**src/rtl/dev_arbiter_pkg.sv**
```systemverilog
// Shared definitions for the two-master device register arbiter.
// Holds the FSM state encoding, the default device window base and the slot
// stride. It also holds the register offset that is decoded but has no backing
// register, and the width of the CP0 hardware interrupt vector.
package dev_arbiter_pkg;

  typedef enum logic [1:0] {
    StIdle   = 2'd0,
    StAccess = 2'd1,
    StAck    = 2'd2
  } dev_arb_state_e;

  localparam logic [31:0] DefaultBase = 32'h0000_7F00;
  localparam int unsigned SlotStride  = 16;
  localparam logic [3:0]  OffsetNoReg = 4'hC;
  localparam int unsigned HwIntW      = 6;

  // Register accesses are word-only; byte/halfword addresses are rejected.
  function automatic logic word_aligned(logic [31:0] addr);
    return addr[1:0] == 2'b00;
  endfunction

endpackage

```
**src/rtl/dev_arb_rr.sv**
```systemverilog
// Two-requester round-robin picker.
// Ports:
//   req_i   requests from master 0 (bit 0) and master 1 (bit 1)
//   last_i  master granted most recently (0 or 1)
//   en_i    grant qualifier; no grant is issued while low
//   gnt_o   one-hot grant, zero when nothing is requested or en_i is low
module dev_arb_rr (
  input  logic [1:0] req_i,
  input  logic       last_i,
  input  logic       en_i,
  output logic [1:0] gnt_o
);

  always_comb begin
    gnt_o = 2'b00;
    if (en_i) begin
      unique case (req_i)
        2'b01:   gnt_o = 2'b01;
        2'b10:   gnt_o = 2'b10;
        // Contention: favour whoever did not win last time.
        2'b11:   gnt_o = last_i ? 2'b01 : 2'b10;
        default: gnt_o = 2'b00;
      endcase
    end
  end

endmodule

```
**src/rtl/dev_arbiter.sv**
```systemverilog
// Arbitrates the CPU data port (m0) and the DMA/debug master (m1) onto the
// shared register port of up to NDEV memory-mapped devices, one access at a
// time (IDLE -> ACCESS -> ACK). It also registers device IRQs into HWInt.
// Ports:
//   clk, reset            clock, synchronous active-high reset
//   mN_req/we/addr/wdata  master request, held stable until mN_ack
//   mN_ack/err/rdata      one-cycle completion, error flag and read data
//   dev_add/wdata/we      register offset, write data, one-hot write enable
//   dev_rdata             combinational read data of every slot
//   dev_irq, hwint        device interrupt lines, registered CP0 vector
module dev_arbiter
  import dev_arbiter_pkg::*;
#(
  parameter int unsigned NDEV = 2,
  parameter logic [31:0] BASE = DefaultBase
) (
  input  logic                 clk,
  input  logic                 reset,
  input  logic                 m0_req,
  input  logic                 m0_we,
  input  logic [31:0]          m0_addr,
  input  logic [31:0]          m0_wdata,
  output logic                 m0_ack,
  output logic                 m0_err,
  output logic [31:0]          m0_rdata,
  input  logic                 m1_req,
  input  logic                 m1_we,
  input  logic [31:0]          m1_addr,
  input  logic [31:0]          m1_wdata,
  output logic                 m1_ack,
  output logic                 m1_err,
  output logic [31:0]          m1_rdata,
  output logic [3:0]           dev_add,
  output logic [31:0]          dev_wdata,
  output logic [NDEV-1:0]      dev_we,
  input  logic [32*NDEV-1:0]   dev_rdata,
  input  logic [NDEV-1:0]      dev_irq,
  output logic [HwIntW-1:0]    hwint
);

  localparam int unsigned SlotW = (NDEV > 1) ? $clog2(NDEV) : 1;
  localparam logic [31:0] Span  = 32'(SlotStride * NDEV);

  dev_arb_state_e    state_q;
  logic              ptr_q;
  logic              win_q;
  logic              we_q;
  logic              hit_q;
  logic [SlotW-1:0]  slot_q;
  logic [3:0]        dev_add_q;
  logic [31:0]       dev_wdata_q;
  logic [NDEV-1:0]   dev_we_q;
  logic [31:0]       rd_q;
  logic [1:0]        ack_q;
  logic              err_q;
  logic [HwIntW-1:0] hwint_q;
  logic [HwIntW-1:0] hwint_d;

  logic [1:0]        gnt;
  logic              sel_we;
  logic [31:0]       sel_addr;
  logic [31:0]       sel_wdata;
  logic [31:0]       sel_off;
  logic              sel_hit;
  logic [SlotW-1:0]  sel_slot;
  logic [NDEV-1:0]   sel_we_oh;
  logic [31:0]       rd_sel;

  dev_arb_rr u_rr (
    .req_i  ({m1_req, m0_req}),
    .last_i (ptr_q),
    .en_i   (state_q == StIdle),
    .gnt_o  (gnt)
  );

  // Winner's request and its address decode.
  always_comb begin
    sel_we    = gnt[1] ? m1_we    : m0_we;
    sel_addr  = gnt[1] ? m1_addr  : m0_addr;
    sel_wdata = gnt[1] ? m1_wdata : m0_wdata;
    sel_off   = sel_addr - BASE;
    sel_hit   = (sel_addr >= BASE) && (sel_off < Span) && word_aligned(sel_addr);
    sel_slot  = sel_off[4 +: SlotW];
    sel_we_oh = '0;
    if (sel_we && sel_hit && (sel_addr[3:0] != OffsetNoReg)) begin
      for (int i = 0; i < NDEV; i++) begin
        if (sel_slot == SlotW'(i)) sel_we_oh[i] = 1'b1;
      end
    end
  end

  // Read mux over the latched slot.
  always_comb begin
    rd_sel = '0;
    for (int i = 0; i < NDEV; i++) begin
      if (slot_q == SlotW'(i)) rd_sel = dev_rdata[32*i +: 32];
    end
  end

  always_ff @(posedge clk) begin
    if (reset) begin
      state_q     <= StIdle;
      ptr_q       <= 1'b1;
      win_q       <= 1'b0;
      we_q        <= 1'b0;
      hit_q       <= 1'b0;
      slot_q      <= '0;
      dev_add_q   <= '0;
      dev_wdata_q <= '0;
      dev_we_q    <= '0;
      rd_q        <= '0;
      ack_q       <= '0;
      err_q       <= 1'b0;
    end else begin
      unique case (state_q)
        StIdle: begin
          if (gnt != 2'b00) begin
            ptr_q       <= gnt[1];
            win_q       <= gnt[1];
            we_q        <= sel_we;
            hit_q       <= sel_hit;
            slot_q      <= sel_slot;
            dev_add_q   <= sel_addr[3:0];
            dev_wdata_q <= sel_wdata;
            // Registered so the strobe lives exactly in the ACCESS cycle.
            dev_we_q    <= sel_we_oh;
            state_q     <= StAccess;
          end
        end
        StAccess: begin
          dev_we_q <= '0;
          if (hit_q && !we_q && (dev_add_q != OffsetNoReg)) begin
            rd_q <= rd_sel;
          end else begin
            rd_q <= '0;
          end
          ack_q        <= '0;
          ack_q[win_q] <= 1'b1;
          err_q        <= ~hit_q;
          state_q      <= StAck;
        end
        StAck: begin
          ack_q   <= '0;
          err_q   <= 1'b0;
          state_q <= StIdle;
        end
        default: state_q <= StIdle;
      endcase
    end
  end

  always_comb begin
    hwint_d             = '0;
    hwint_d[NDEV-1:0]   = dev_irq;
  end

  always_ff @(posedge clk) begin
    if (reset) hwint_q <= '0;
    else       hwint_q <= hwint_d;
  end

  // Reset seen during ACCESS must kill the write in that same cycle.
  assign dev_we    = dev_we_q & {NDEV{~reset}};
  assign dev_add   = dev_add_q;
  assign dev_wdata = dev_wdata_q;
  assign hwint     = hwint_q;

  assign m0_ack   = ack_q[0];
  assign m0_err   = ack_q[0] & err_q;
  assign m0_rdata = ack_q[0] ? rd_q : 32'h0;
  assign m1_ack   = ack_q[1];
  assign m1_err   = ack_q[1] & err_q;
  assign m1_rdata = ack_q[1] ? rd_q : 32'h0;

endmodule

```
**config.mk**
```make
export PLATFORM = sky130hd
export DESIGN_NAME = dev_arbiter
export DESIGN_NICKNAME = d
export VERILOG_FILES = /design/src/rtl/dev_arbiter_pkg.sv /design/src/rtl/dev_arb_rr.sv /design/src/rtl/dev_arbiter.sv
export SDC_FILE = /design/constraint.sdc
export NUM_CORES = 1
export LEC_CHECK = 0
export BUFFER_PORTS_ARGS = -buffer_cell sky130_fd_sc_hd__buf_2
export CAP_MARGIN = 30
export CORE_AREA = 2 2 120 122
export CTS_CLUSTER_SIZE = 20
export DETAILED_ROUTE_END_ITERATION = 8
export DIE_AREA = 0 0 122 124
export GPL_ROUTABILITY_DRIVEN = 1
export GPL_TIMING_DRIVEN = 0
export PLACE_DENSITY_LB_ADDON = 0.25
export SETUP_SLACK_MARGIN = 0.02
export SYNTH_ARGS = -nofsm -noshare
export SYNTH_HDL_FRONTEND = slang
export SYNTH_HIERARCHICAL = 1
export SYNTH_SLANG_ARGS = --single-unit
```
**constraint.sdc**
```tcl
create_clock -name clk -period 2 [get_ports clk]
set_clock_uncertainty 0.05 [all_clocks]
set_input_delay 0.2 -clock clk [delete_from_list [all_inputs] [get_ports clk]]
set_output_delay 0.2 -clock clk [all_outputs]
set_load 0.005 [all_outputs]
```
==> results by group, run 1 <==
Power and ir drop
  – VDD IR max: 0.000588 V
  – Int Pwr: 0.00428 W
  – Switching power of the nets: 0.00236 W
  – Total power: 0.00664 W
  – P per Cell Area: 1010 mW/mm²
  – Switching share of power: 35.6%
  – Comb power frac: 42.7%
  – Clock power frac: 23.7%
  – LEAKAGE: 3.20 nW
  – Sequential power share: 33.5%

Cells and area
  – Fin util: 47.7%
  – Share of cells above drive strength 1: 46.5%
  – Filler instances: 1,432
  – ANT cells: 0
  – Multi-input logic area: 0.00251 mm²
  – Post-layout nets: 1,019
  – Synth-to-layout area growth: 55.7%
  – Reg area: 0.00164 mm²

Yosys
  – Netlist cell types: 40
  – Main flop type after synthesis: dfxtp_1
  – Fraction of registers with async set/reset: 0%
  – Netlist Area Pre-Place: 0.00420 mm²
  – Sequential-to-total area share from yosys stat: 39.1%
  – Synthesized flop and latch total: 82
  – Top cells by area, synth: dfxtp_1 39%, mux2i_1 17%, and2_1 9.8%, a211oi_1 6.6%, nor2_1 4.3%
  – Mapped Avg Cell Area: 8.65 µm²
  – Area share of the largest cell type after synthesis: 39.1%
  – Post-synth EDFFs: 0
  – Post-Syn Instances: 486
  – Area leader, netlist: dfxtp_1
  – Synth warn: 6

STA
  – Slew HR: 48.8%
  – Fin worst setup slack: -0.0273 ns
  – Highest achievable clock rate: 493 MHz
  – Slew Viols, Final: 0
  – Actual slew at the worst max-slew pin: 0.767 ns
  – RSZ-0062 raised after global routing: yes
  – Endpoints failing setup: 3
  – Minimum clock period: 2.03 ns
  – Final hold viol count: 0
  – Tcrit/Tclk final: 101%

Detailed routing
  – Routed WL: 14.8 mm
  – DRT antenna net count: 0
  – DR WL/cell: 14.8 µm
  – Number of vias in the routed layout: 4,545
  – Via density: 4.55
  – Residual DRC: 0
  – Initial DRC Count: 179
  – Drt pass-1 iters: 6

GRT
  – GRT Total Usage: 18.9%
  – Vias in the first global route: 4,404
  – Initial antenna violation count: 0
  – M1 GR Usage: 21.2%
  – Busiest grt layer: met2
  – Routing usage on met2: 34.4%
  – First-pass GRT wire length: 21.9 mm
  – Total global routing overflow: 0
  – Met3 Resource Use GR: 4.95%
  – Largest net degree at the start of global routing: 13

Floorplanning
  – Chip height: 124 µm
  – Core footprint: 0.0137 mm²
  – Die ar.: 0.0151 mm²
  – Die X: 122 µm
  – # IOs: 312
  – Initial Utilization: 30.6%
  – Row count: 43

Clock tree
  – CTS tree: done
  – Hold buffers post-CTS: 0
  – Cts bufs inserted: 9
  – Clock Sinks: 82
  – H-Tree Depth: 3
  – Clock-pin slew on the worst setup and hold paths: 0.06 ns
  – Bufs on Longest Clock Path: 2
  – Clock root buffer: clkbuf_16
  – Worst skew pair latency: 0.34 ns

Hold path
  – Min-Delay Path Class: in2reg

Critical path
  – CP max FO: 5
  – Critical path class: reg2reg
  – Nature of the critical path endpoint: flop
  – Critical Path RT: 2.22 ns
  – WP data arrival: 2.25 ns
  – Critical Path Source Type: flop

Status
  – Violated checks: negative setup slack
  – Outcome: finished, violations left

Place
  – Pre-CTS setup slack: -0.295 ns
  – Port buffer count: 306
  – GP Congestion: 0.771
  – DP Wirelength: 11.9 mm

Run
  – Number of max-cap violations: 0
stage by stage:
stage          hold WS (ns)  cell area, µm²  std cells  setup TNS [ns]
3_5_place_dp          0.371            5970        975           -7.10
3_3_place_gp          0.358            5970        975           -6.58
2_1_floorplan         0.278            4220        489               0
5_1_grt              0.0443            6540        999          -0.445
4_1_cts              0.0118            6430        996        -0.00468
6_report             0.0276            6540        999         -0.0640
power groups by stage:
stage | logic (W) | registers [W] | clock network, W
2_1_floorplan | 0.00154 | 0.00224 | 0
3_3_place_gp | 0.00257 | 0.00224 | 0
3_5_place_dp | 0.00256 | 0.00225 | 0
4_1_cts | 0.00274 | 0.00223 | 0.00162
5_1_grt | 0.00315 | 0.00227 | 0.00169
6_report | 0.00284 | 0.00223 | 0.00158
state kept, by name, indices dropped and copies added, names as in the netlist:
signal	count
dev_wdata	32
rd_q	32
dev_add	4
ack_q	2
dev_we_q	2
hwint	2
state_q	2
err_q	1
hit_q	1
ptr_q	1
slot_q	1
we_q	1
win_q	1
cells in the mapped netlist, types with 2 or more instances:
| library cell | n |
|---|---|
| dfxtp_1 | 82 |
| mux2i_1 | 71 |
| and2_1 | 66 |
| nor2_1 | 48 |
| nand2_1 | 44 |
| a211oi_1 | 37 |
| o21ai_0 | 32 |
| clkbuf_1 | 20 |
| a21oi_1 | 8 |
| buf_4 | 8 |
| nand3_1 | 7 |
| buf_2 | 6 |
| nor4_1 | 6 |
| buf_1 | 5 |
| inv_1 | 4 |
| nor2b_1 | 4 |
| nor3_1 | 4 |
| o21ai_1 | 4 |
| a22oi_1 | 3 |
| ha_1 | 3 |
| nand2b_1 | 2 |
| nand3b_1 | 2 |
| nor4b_1 | 2 |
| o22ai_1 | 2 |
critical path: stages (launching register included):
cell       delay (ns)
dfxtp_2          0.32
inv_2            0.08
ha_4             0.16
nand2_4          0.05
a21oi_4          0.19
buf_6            0.14
nor4b_4          0.19
o22ai_2          0.14
a2111oi_4        0.37
nand3_1          0.15
a21oi_2          0.13
logic make-up (layout without fill, tap and decap cells):
| family | count (synthesis) | after routing | synth area share (%) |
|---|---|---|---|
| buffers and inverters | 45 | 375 | 5.18 |
| flip-flops | 82 | 82 | 39.1 |
| AO/OA/AOI/OAI | 90 | 90 | 14.0 |
| multiplexers | 72 | 72 | 17.2 |
| other | 1 | 4 | 0.0893 |
| adder cells (fa/ha/maj) | 3 | 3 | 0.893 |
| AND/OR/NAND/NOR | 193 | 193 | 23.6 |
metal layers:
layer	vias to the layer above	routed length [µm]
li1	2337	-
met1	2001	5980
met2	192	7240
met3	15	1300
met4	0	261
met5	-	0
timing repair:
action / CTS / global route
setup endpoints to repair: 57 / 29
resized for setup: 32 / 30
setup buffers: 6 / 3
pin swaps: 10 / 6
cloned: 1 / 0
endpoints found under the hold margin: 0 / 0
cell usage in the layout (no fill, tap or decap), types with 2 or more instances in the layout:
cell type,n
buf_4,13
nor2_1,48
a22oi_1,2
buf_2,313
mux2i_1,66
a211oi_1,37
nor2b_1,4
clkbuf_16,9
nand3b_1,2
o21ai_1,4
nor4_1,4
o21ai_0,32
clkinv_2,3
dfxtp_2,2
clkbuf_2,5
inv_1,2
clkbuf_1,14
nand2_1,43
mux2i_2,4
nor3_1,3
buf_1,3
buf_6,7
nand2b_1,2
buf_8,3
conb_1,4
ha_1,2
nor4b_4,2
inv_2,2
dfxtp_1,80
o22ai_2,2
nand3_1,7
a21oi_1,6
and2_1,66
final timing paths:
path / startpoint / slack [ns] / endpoint / cells past startpoint
worst max-delay path: state_q[0] / -0.03 / hit_q / 10
worst min-delay path: dev_irq[0] / 0.03 / hwint[0] / 2
worst max register to register: state_q[0] / -0.03 / hit_q / 10
worst min register to register: rd_q[18] / 0.41 / rd_q[18] / 2
final cells by class:
| cell class | instances | share of cell area, % |
|---|---|---|
| Multi-Input combinational cell | 362 | 38.4 |
| Sequential cell | 82 | 25.1 |
| Timing Repair Buffer | 316 | 24.7 |
| Buffer | 41 | 3.96 |
| Clock buffer | 10 | 3.50 |
| Tap cell | 180 | 3.44 |
| Clock inverter | 4 | 0.688 |
| Inverter | 4 | 0.229 |
Note: power is estimated with default switching activity, not from simulation.
==> run 2: changes to the inputs <==
--- a/config.mk
+++ b/config.mk
@@ -5,6 +5,7 @@
 export SDC_FILE = /design/constraint.sdc
 export NUM_CORES = 1
 export LEC_CHECK = 0
+export ABC_AREA = 1
 export BUFFER_PORTS_ARGS = -buffer_cell sky130_fd_sc_hd__buf_2
 export CAP_MARGIN = 30
 export CORE_AREA = 2 2 120 122
==> run 2 against run 1 <==
  * The flow still finishes with violations (negative setup slack)
  * Worst hold slack lost 0.0079 ns
  * Final area grew 18%
  * Final cell count grew 29%
  * Area after synthesis grew 13%
  * Wire length grew 21%
  * Flip-flop and latch count is the same
  * Combinational power grew 81%
  * Via count grew 32%
  * Core utilization grew 8.6 points
  * Synthesized cell count grew 55%
  * Sequential power grew 12%
  * Non-clock buffer count grew 33
==> results by group, run 2 <==
Status
  – Outcome: finished, violations left
  – Violated checks: negative setup slack

Detailed routing
  – Initial DRC Count: 246
  – Number of vias in the routed layout: 6,001
  – DR WL/cell: 13.8 µm
  – Drt pass-1 iters: 4
  – Routed WL: 17.8 mm
  – Via density: 4.65
  – DRT antenna net count: 0
  – Residual DRC: 0

Yosys
  – Top cells by area, synth: dfxtp_1 35%, nand2_1 20%, o21ai_0 8.1%, inv_1 7.2%, mux2i_1 7.2%
  – Mapped Avg Cell Area: 6.31 µm²
  – Post-synth EDFFs: 0
  – Area share of the largest cell type after synthesis: 34.6%
  – Sequential-to-total area share from yosys stat: 34.6%
  – Commonest cells post-synth: 252 x nand2_1, 91 x inv_1, 82 x dfxtp_1
  – Fraction of registers with async set/reset: 0%
  – Post-Syn Instances: 751
  – Area leader, netlist: dfxtp_1
  – Count leader, synth: nand2_1
  – Post-synthesis compound-gate area fraction: 14.9%
  – Netlist cell types: 29
  – Post-synthesis xor/xnor area fraction: 0%
  – Netlist Area Pre-Place: 0.00474 mm²
  – Synthesized flop and latch total: 82
  – Largest family of logic cells by synthesized area: simple AND/OR/NAND/NOR gates
  – Main flop type after synthesis: dfxtp_1
  – Adder-cell share of the synthesized area: 0.792%
  – Mux cell area share after synthesis: 7.18%
  – Post-Synth Simple-Gate Area: 30.0%
  – Synth warn: 6

Cells and area
  – Reg area: 0.00164 mm²
  – Filler instances: 1,403
  – Share of cells above drive strength 1: 42.0%
  – Post-layout nets: 1,307
  – Commonest non-fill, non-tap cells in the layout: 308 x buf_2, 230 x nand2_1, 87 x inv_1
  – Multi-input logic area: 0.00285 mm²
  – Synth-to-layout area growth: 63.0%
  – Post-Layout Cell Count: 1,291
  – Most common cell after layout, fill and taps aside: buf_2

STA
  – Highest achievable clock rate: 403 MHz
  – Tcrit/Tclk final: 124%
  – Final hold viol count: 0
  – Actual slew at the worst max-slew pin: 0.708 ns
  – Worst hold slack: 0.0197 ns
  – Fin worst setup slack: -0.483 ns
  – Endpoints failing setup: 43
  – Minimum clock period: 2.48 ns
  – RSZ-0062 raised after global routing: yes
  – Slew HR: 52.8%
  – Setup TNS: -7.47 ns
  – Slew Viols, Final: 0

Hold path
  – Min-Delay Path Class: in2reg

Floorplanning
  – Core footprint: 0.0137 mm²
  – Row count: 43
  – Initial Utilization: 34.6%
  – Chip height: 124 µm
  – Die ar.: 0.0151 mm²
  – Die X: 122 µm
  – # IOs: 312

Clock tree
  – CTS tree: done
  – H-Tree Depth: 3
  – Bufs on Longest Clock Path: 2
  – Clock-pin slew on the worst setup and hold paths: 0.06 ns
  – Clock Sinks: 82
  – Cts bufs inserted: 9
  – Clock root buffer: clkbuf_16
  – Worst skew pair latency: 0.34 ns

GRT
  – Vias in the first global route: 5,455
  – Busiest grt layer: met2
  – Largest net degree at the start of global routing: 15
  – GRT Total Usage: 21.7%
  – Initial antenna violation count: 0
  – Routing usage on met2: 41.3%
  – Total global routing overflow: 0
  – Met3 Resource Use GR: 4.99%
  – M1 GR Usage: 23.6%
  – First-pass GRT wire length: 25.8 mm

Power and ir drop
  – VDD IR max: 0.000653 V
  – Sequential power share: 26.4%
  – Clock power frac: 19.4%
  – Switching power of the nets: 0.00372 W
  – Int Pwr: 0.00576 W
  – P per Cell Area: 1230 mW/mm²
  – Comb power frac: 54.2%
  – Switching share of power: 39.2%
  – LEAKAGE: 4.38 nW

Critical path
  – Critical Path Source Type: flop
  – Critical Path RT: 2.22 ns
  – CP max FO: 6
  – CP max stage delay: 0.33 ns
  – Critical-path top delay cell: dfxtp_2
  – Critical path class: reg2reg
  – Cell Chain, Critical Path: inv_2 -> ha_4 -> nand2_4 -> a21oi_4 -> clkinv_4 -> buf_6 -> nand2_2 -> nand2_2 -> nor2_4 -> nand2_1 -> nor2_1 -> nand4_1 -> and2_1 -> nor2_2 -> nand2_1 -> a21oi_2
  – WP data arrival: 2.70 ns
  – Nature of the critical path endpoint: flop

Run
  – Number of max-cap violations: 0

Place
  – DP Wirelength: 13.2 mm
  – Port buffer count: 306
  – Pre-CTS setup slack: -0.600 ns
  – Placed insts: 1,240
  – GP Congestion: 0.833
## run 2: cell count changes after synthesis, moves of 4 or more
cell / delta
nor2b_1: -4
nand3_1: +35
and2_1: -65
inv_1: +87
nand4_1: +6
o21ai_0: +45
clkbuf_1: +17
nand2_1: +208
mux2i_1: -37
a211oi_1: -34
nor4_1: -6
a31oi_1: +33
## run 2: cells by family after synthesis
group / after synthesis
muxes: 34
other: 1
buffers and inverters: 146
AOI/OAI and AO/OA: 129
adders and majority gates: 3
DFF: 82
and+or+nand+nor: 356
## run 2: metrics by stage
| step | cell area [µm²] | utilization (%) | power (W) |
|---|---|---|---|
| CTS | 7340 | 53.5 | 0.00876 |
| floorplan | 4790 | - | 0.00458 |
| detailed placement | 6550 | 47.7 | 0.00591 |
| finish | 7730 | 56.3 | 0.00947 |
| global placement | 6550 | 47.7 | 0.00592 |
| global route | 7720 | 56.3 | 0.0101 |
## run 2: worst max-delay path: cells and delay by family (launching register included)
family / cells / cell delay [ns]
DFF: 1 / 0.33
buffers and inverters: 3 / 0.34
adders and majority gates: 1 / 0.16
AOI/OAI and AO/OA: 2 / 0.31
and+or+nand+nor: 10 / 1.22
## run 2: repair_timing
| item | CTS | global route |
|---|---|---|
| hold buffers | 0 | 0 |
| setup buffers | 12 | 14 |
| gates cloned | 6 | 3 |
| setup endpoints to repair | 43 | 95 |
| resized for setup | 94 | 102 |
| pin swaps | 3 | 18 |
## run 2: final cells by class
| class | instances | area share [%] |
|---|---|---|
| antenna | 2 | 0.0648 |
| buffer | 51 | 5.17 |
| clock buffer | 11 | 3.14 |
| clock inverter | 5 | 1.12 |
| inverter | 95 | 4.73 |
| multi-input combinational | 526 | 36.9 |
| sequential | 82 | 21.3 |
| tap | 180 | 2.91 |
| timing repair buffer | 339 | 24.7 |
## run 2: path summary, 6_finish.rpt
path / from / endpoint / slack, ns / depth (start not counted)
worst max-delay path: state_q[1] / hit_q / -0.48 / 16
worst min-delay path: dev_irq[0] / hwint[0] / 0.02 / 3
worst max register to register: state_q[1] / hit_q / -0.48 / 16
worst min register to register: dev_add[1] / dev_add[1] / 0.43 / 2
## run 2: per-layer routing
layer,wire length [µm],vias to the layer above
li1,-,3107
met1,7000,2645
met2,9150,230
met3,1420,19
met4,270,0
met5,0,-
## run 2: power by group through the flow
stage	Sequential [W]	Clock, W	Combinational (W)
5_1_grt	0.00255	0.00194	0.00557
2_1_floorplan	0.00246	0	0.00212
3_3_place_gp	0.00245	0	0.00347
6_report	0.00250	0.00184	0.00514
3_5_place_dp	0.00245	0	0.00346
4_1_cts	0.00245	0.00188	0.00443
==> run 3: changes to the inputs <==
--- a/config.mk
+++ b/config.mk
@@ -5,7 +5,7 @@
 export SDC_FILE = /design/constraint.sdc
 export NUM_CORES = 1
 export LEC_CHECK = 0
-export ABC_AREA = 1
+export ABC_AREA = 0
 export BUFFER_PORTS_ARGS = -buffer_cell sky130_fd_sc_hd__buf_2
 export CAP_MARGIN = 30
 export CORE_AREA = 2 2 120 122
@@ -15,6 +15,7 @@
 export GPL_ROUTABILITY_DRIVEN = 1
 export GPL_TIMING_DRIVEN = 0
 export PLACE_DENSITY_LB_ADDON = 0.25
+export RECOVER_POWER = 100
 export SETUP_SLACK_MARGIN = 0.02
 export SYNTH_ARGS = -nofsm -noshare
 export SYNTH_HDL_FRONTEND = slang
==> run 3 against run 2 <==
  * The flow still finishes with violations (negative setup slack)
  * Core utilization shrank 9.0 points
  * Register-to-register slack improved by 0.43 ns
  * Critical path depth is 6 lower
  * Global-route usage fell by 2.8 points
  * Clock-buffer cell count decreased by 1
  * Flip-flop and latch count is the same
  * Clock power fell by 14%
  * Worst setup slack improved by 0.43 ns
  * Sequential share of layout area up 4.1 points
  * Die area unchanged
  * Combinational power decreased by 46%
  * Sequential power down 11%
  * Largest power group unchanged
==> results by group, run 3 (same netlist as run 1, synthesis figures left out) <==
Cells and area
  – Fin util: 47.3%
  – Post-layout nets: 1,019
  – Share of cells above drive strength 1: 42.0%
  – Multi-input logic area: 0.00251 mm²
  – Commonest non-fill, non-tap cells in the layout: 277 x buf_2, 80 x dfxtp_1, 66 x mux2i_1
  – Most common cell after layout, fill and taps aside: buf_2
  – Final instance area: 0.00649 mm²
  – Post-Layout Cell Count: 999
  – Reg area: 0.00164 mm²
  – Synth-to-layout area growth: 54.4%
  – Filler instances: 1,448
  – ANT cells: 0

Detailed routing
  – Routed WL: 14.7 mm
  – DR WL/cell: 14.8 µm
  – DRT antenna net count: 0
  – Drt pass-1 iters: 6
  – Number of vias in the routed layout: 4,547
  – Residual DRC: 0
  – Via density: 4.55
  – Initial DRC Count: 157

GRT
  – First-pass GRT wire length: 21.9 mm
  – Largest net degree at the start of global routing: 13
  – Routing usage on met2: 34.4%
  – M1 GR Usage: 21.2%
  – Met3 Resource Use GR: 4.95%
  – Initial antenna violation count: 0
  – GRT Total Usage: 18.9%
  – Total global routing overflow: 0
  – Vias in the first global route: 4,404
  – Busiest grt layer: met2

Status
  – Outcome: finished, violations left
  – Violated checks: negative setup slack

Critical path
  – Nature of the critical path endpoint: flop
  – Critical Path Source Type: flop
  – Cell Chain, Critical Path: inv_2 -> ha_4 -> nand2_4 -> a21oi_4 -> buf_6 -> clkbuf_2 -> buf_8 -> mux2i_4 -> inv_1 -> o21ai_1
  – Worst setup path startpoint: state_q[0]
  – Critical Path RT: 2.22 ns
  – WP data arrival: 2.28 ns
  – CP max stage delay: 0.32 ns
  – CP max FO: 10
  – Critical-path top delay cell: dfxtp_2
  – Reg-to-reg startpoint: state_q[0]
  – Critical path class: reg2reg

Floorplanning
  – # IOs: 312
  – Core footprint: 0.0137 mm²
  – Row count: 43
  – Initial Utilization: 30.6%
  – Die X: 122 µm
  – Die ar.: 0.0151 mm²
  – Chip height: 124 µm

Place
  – Area post-placement: 0.00597 mm²
  – DP Wirelength: 11.9 mm
  – Port buffer count: 306
  – GP Congestion: 0.771
  – Placed insts: 975

STA
  – Endpoints failing setup: 6
  – Worst hold slack: 0.0276 ns
  – Final hold viol count: 0
  – Slew HR: 48.9%
  – Actual slew at the worst max-slew pin: 0.767 ns
  – Minimum clock period: 2.06 ns
  – Slew Viols, Final: 0
  – Highest achievable clock rate: 487 MHz
  – Fin worst setup slack: -0.0554 ns
  – RSZ-0062 raised after global routing: yes
  – Tcrit/Tclk final: 103%

Power and ir drop
  – Total power: 0.00657 W
  – P per Cell Area: 1010 mW/mm²
  – LEAKAGE: 3.05 nW
  – VDD IR max: 0.000582 V

Clock tree
  – Worst skew pair latency: 0.34 ns
  – Cts bufs inserted: 9
  – Bufs on Longest Clock Path: 2
  – CTS tree: done
  – H-Tree Depth: 3
  – Clock root buffer: clkbuf_16
  – Clock-pin slew on the worst setup and hold paths: 0.06 ns
  – Clock Sinks: 82
  – Hold buffers post-CTS: 0

Hold path
  – Min-Delay Path Class: in2reg
  – Min-delay src: dev_irq[0]

Run
  – Number of max-cap violations: 0
==> run 3: critical path: cells and delay by family (launching register included) <==
| kind | cells | cell delay (ns) |
|---|---|---|
| compound gates | 2 | 0.32 |
| fa+ha+maj | 1 | 0.16 |
| buf+inv | 5 | 0.80 |
| flops | 1 | 0.32 |
| mux | 1 | 0.29 |
| simple gates | 1 | 0.05 |
==> run 3: power breakdown <==
part | internal [W] | switching, W
sequential | 0.00200 | 0.000230
clock | 0.000946 | 0.000629
combinational | 0.00126 | 0.00150
==> run 3: path summary, 6_finish.rpt <==
kind / end / cells past startpoint / slack, ns
worst max-delay path: dev_we_q[0] / 10 / -0.06
worst min-delay path: hwint[0] / 2 / 0.03
worst max register to register: dev_we_q[0] / 10 / -0.06
worst min register to register: we_q / 2 / 0.41
==> run 3: final cells by class <==
| class | count | share of cell area (%) |
|---|---|---|
| Timing Repair Buffer | 316 | 24.2 |
| Tap cell | 180 | 3.47 |
| Inverter | 4 | 0.231 |
| Buffer | 41 | 3.90 |
| Multi-Input combinational cell | 362 | 38.7 |
| Clock inverter | 4 | 0.694 |
| Sequential cell | 82 | 25.3 |
| Clock buffer | 10 | 3.53 |
==> run 3: what timing repair did <==
item / CTS / global route
resized for setup: 32 / 30
pin swaps: 10 / 6
gates cloned: 1 / 0
setup buffers: 6 / 3
setup endpoints to repair: 57 / 29
==> run 3: routing by layer <==
layer  part of all wire, %  vias to the layer above
li1                      -                     2342
met1                    40                     1993
met2                    49                      197
met3                   8.7                       15
met4                   1.8                        0
met5                     0                        -
==> run 3: through the flow <==
stage	setup slack, ns	setup TNS [ns]
2_1_floorplan	0.0929	0
3_3_place_gp	-0.302	-6.58
3_5_place_dp	-0.295	-7.10
4_1_cts	-0.00468	-0.00468
5_1_grt	-0.160	-3.26
6_report	-0.0554	-0.168
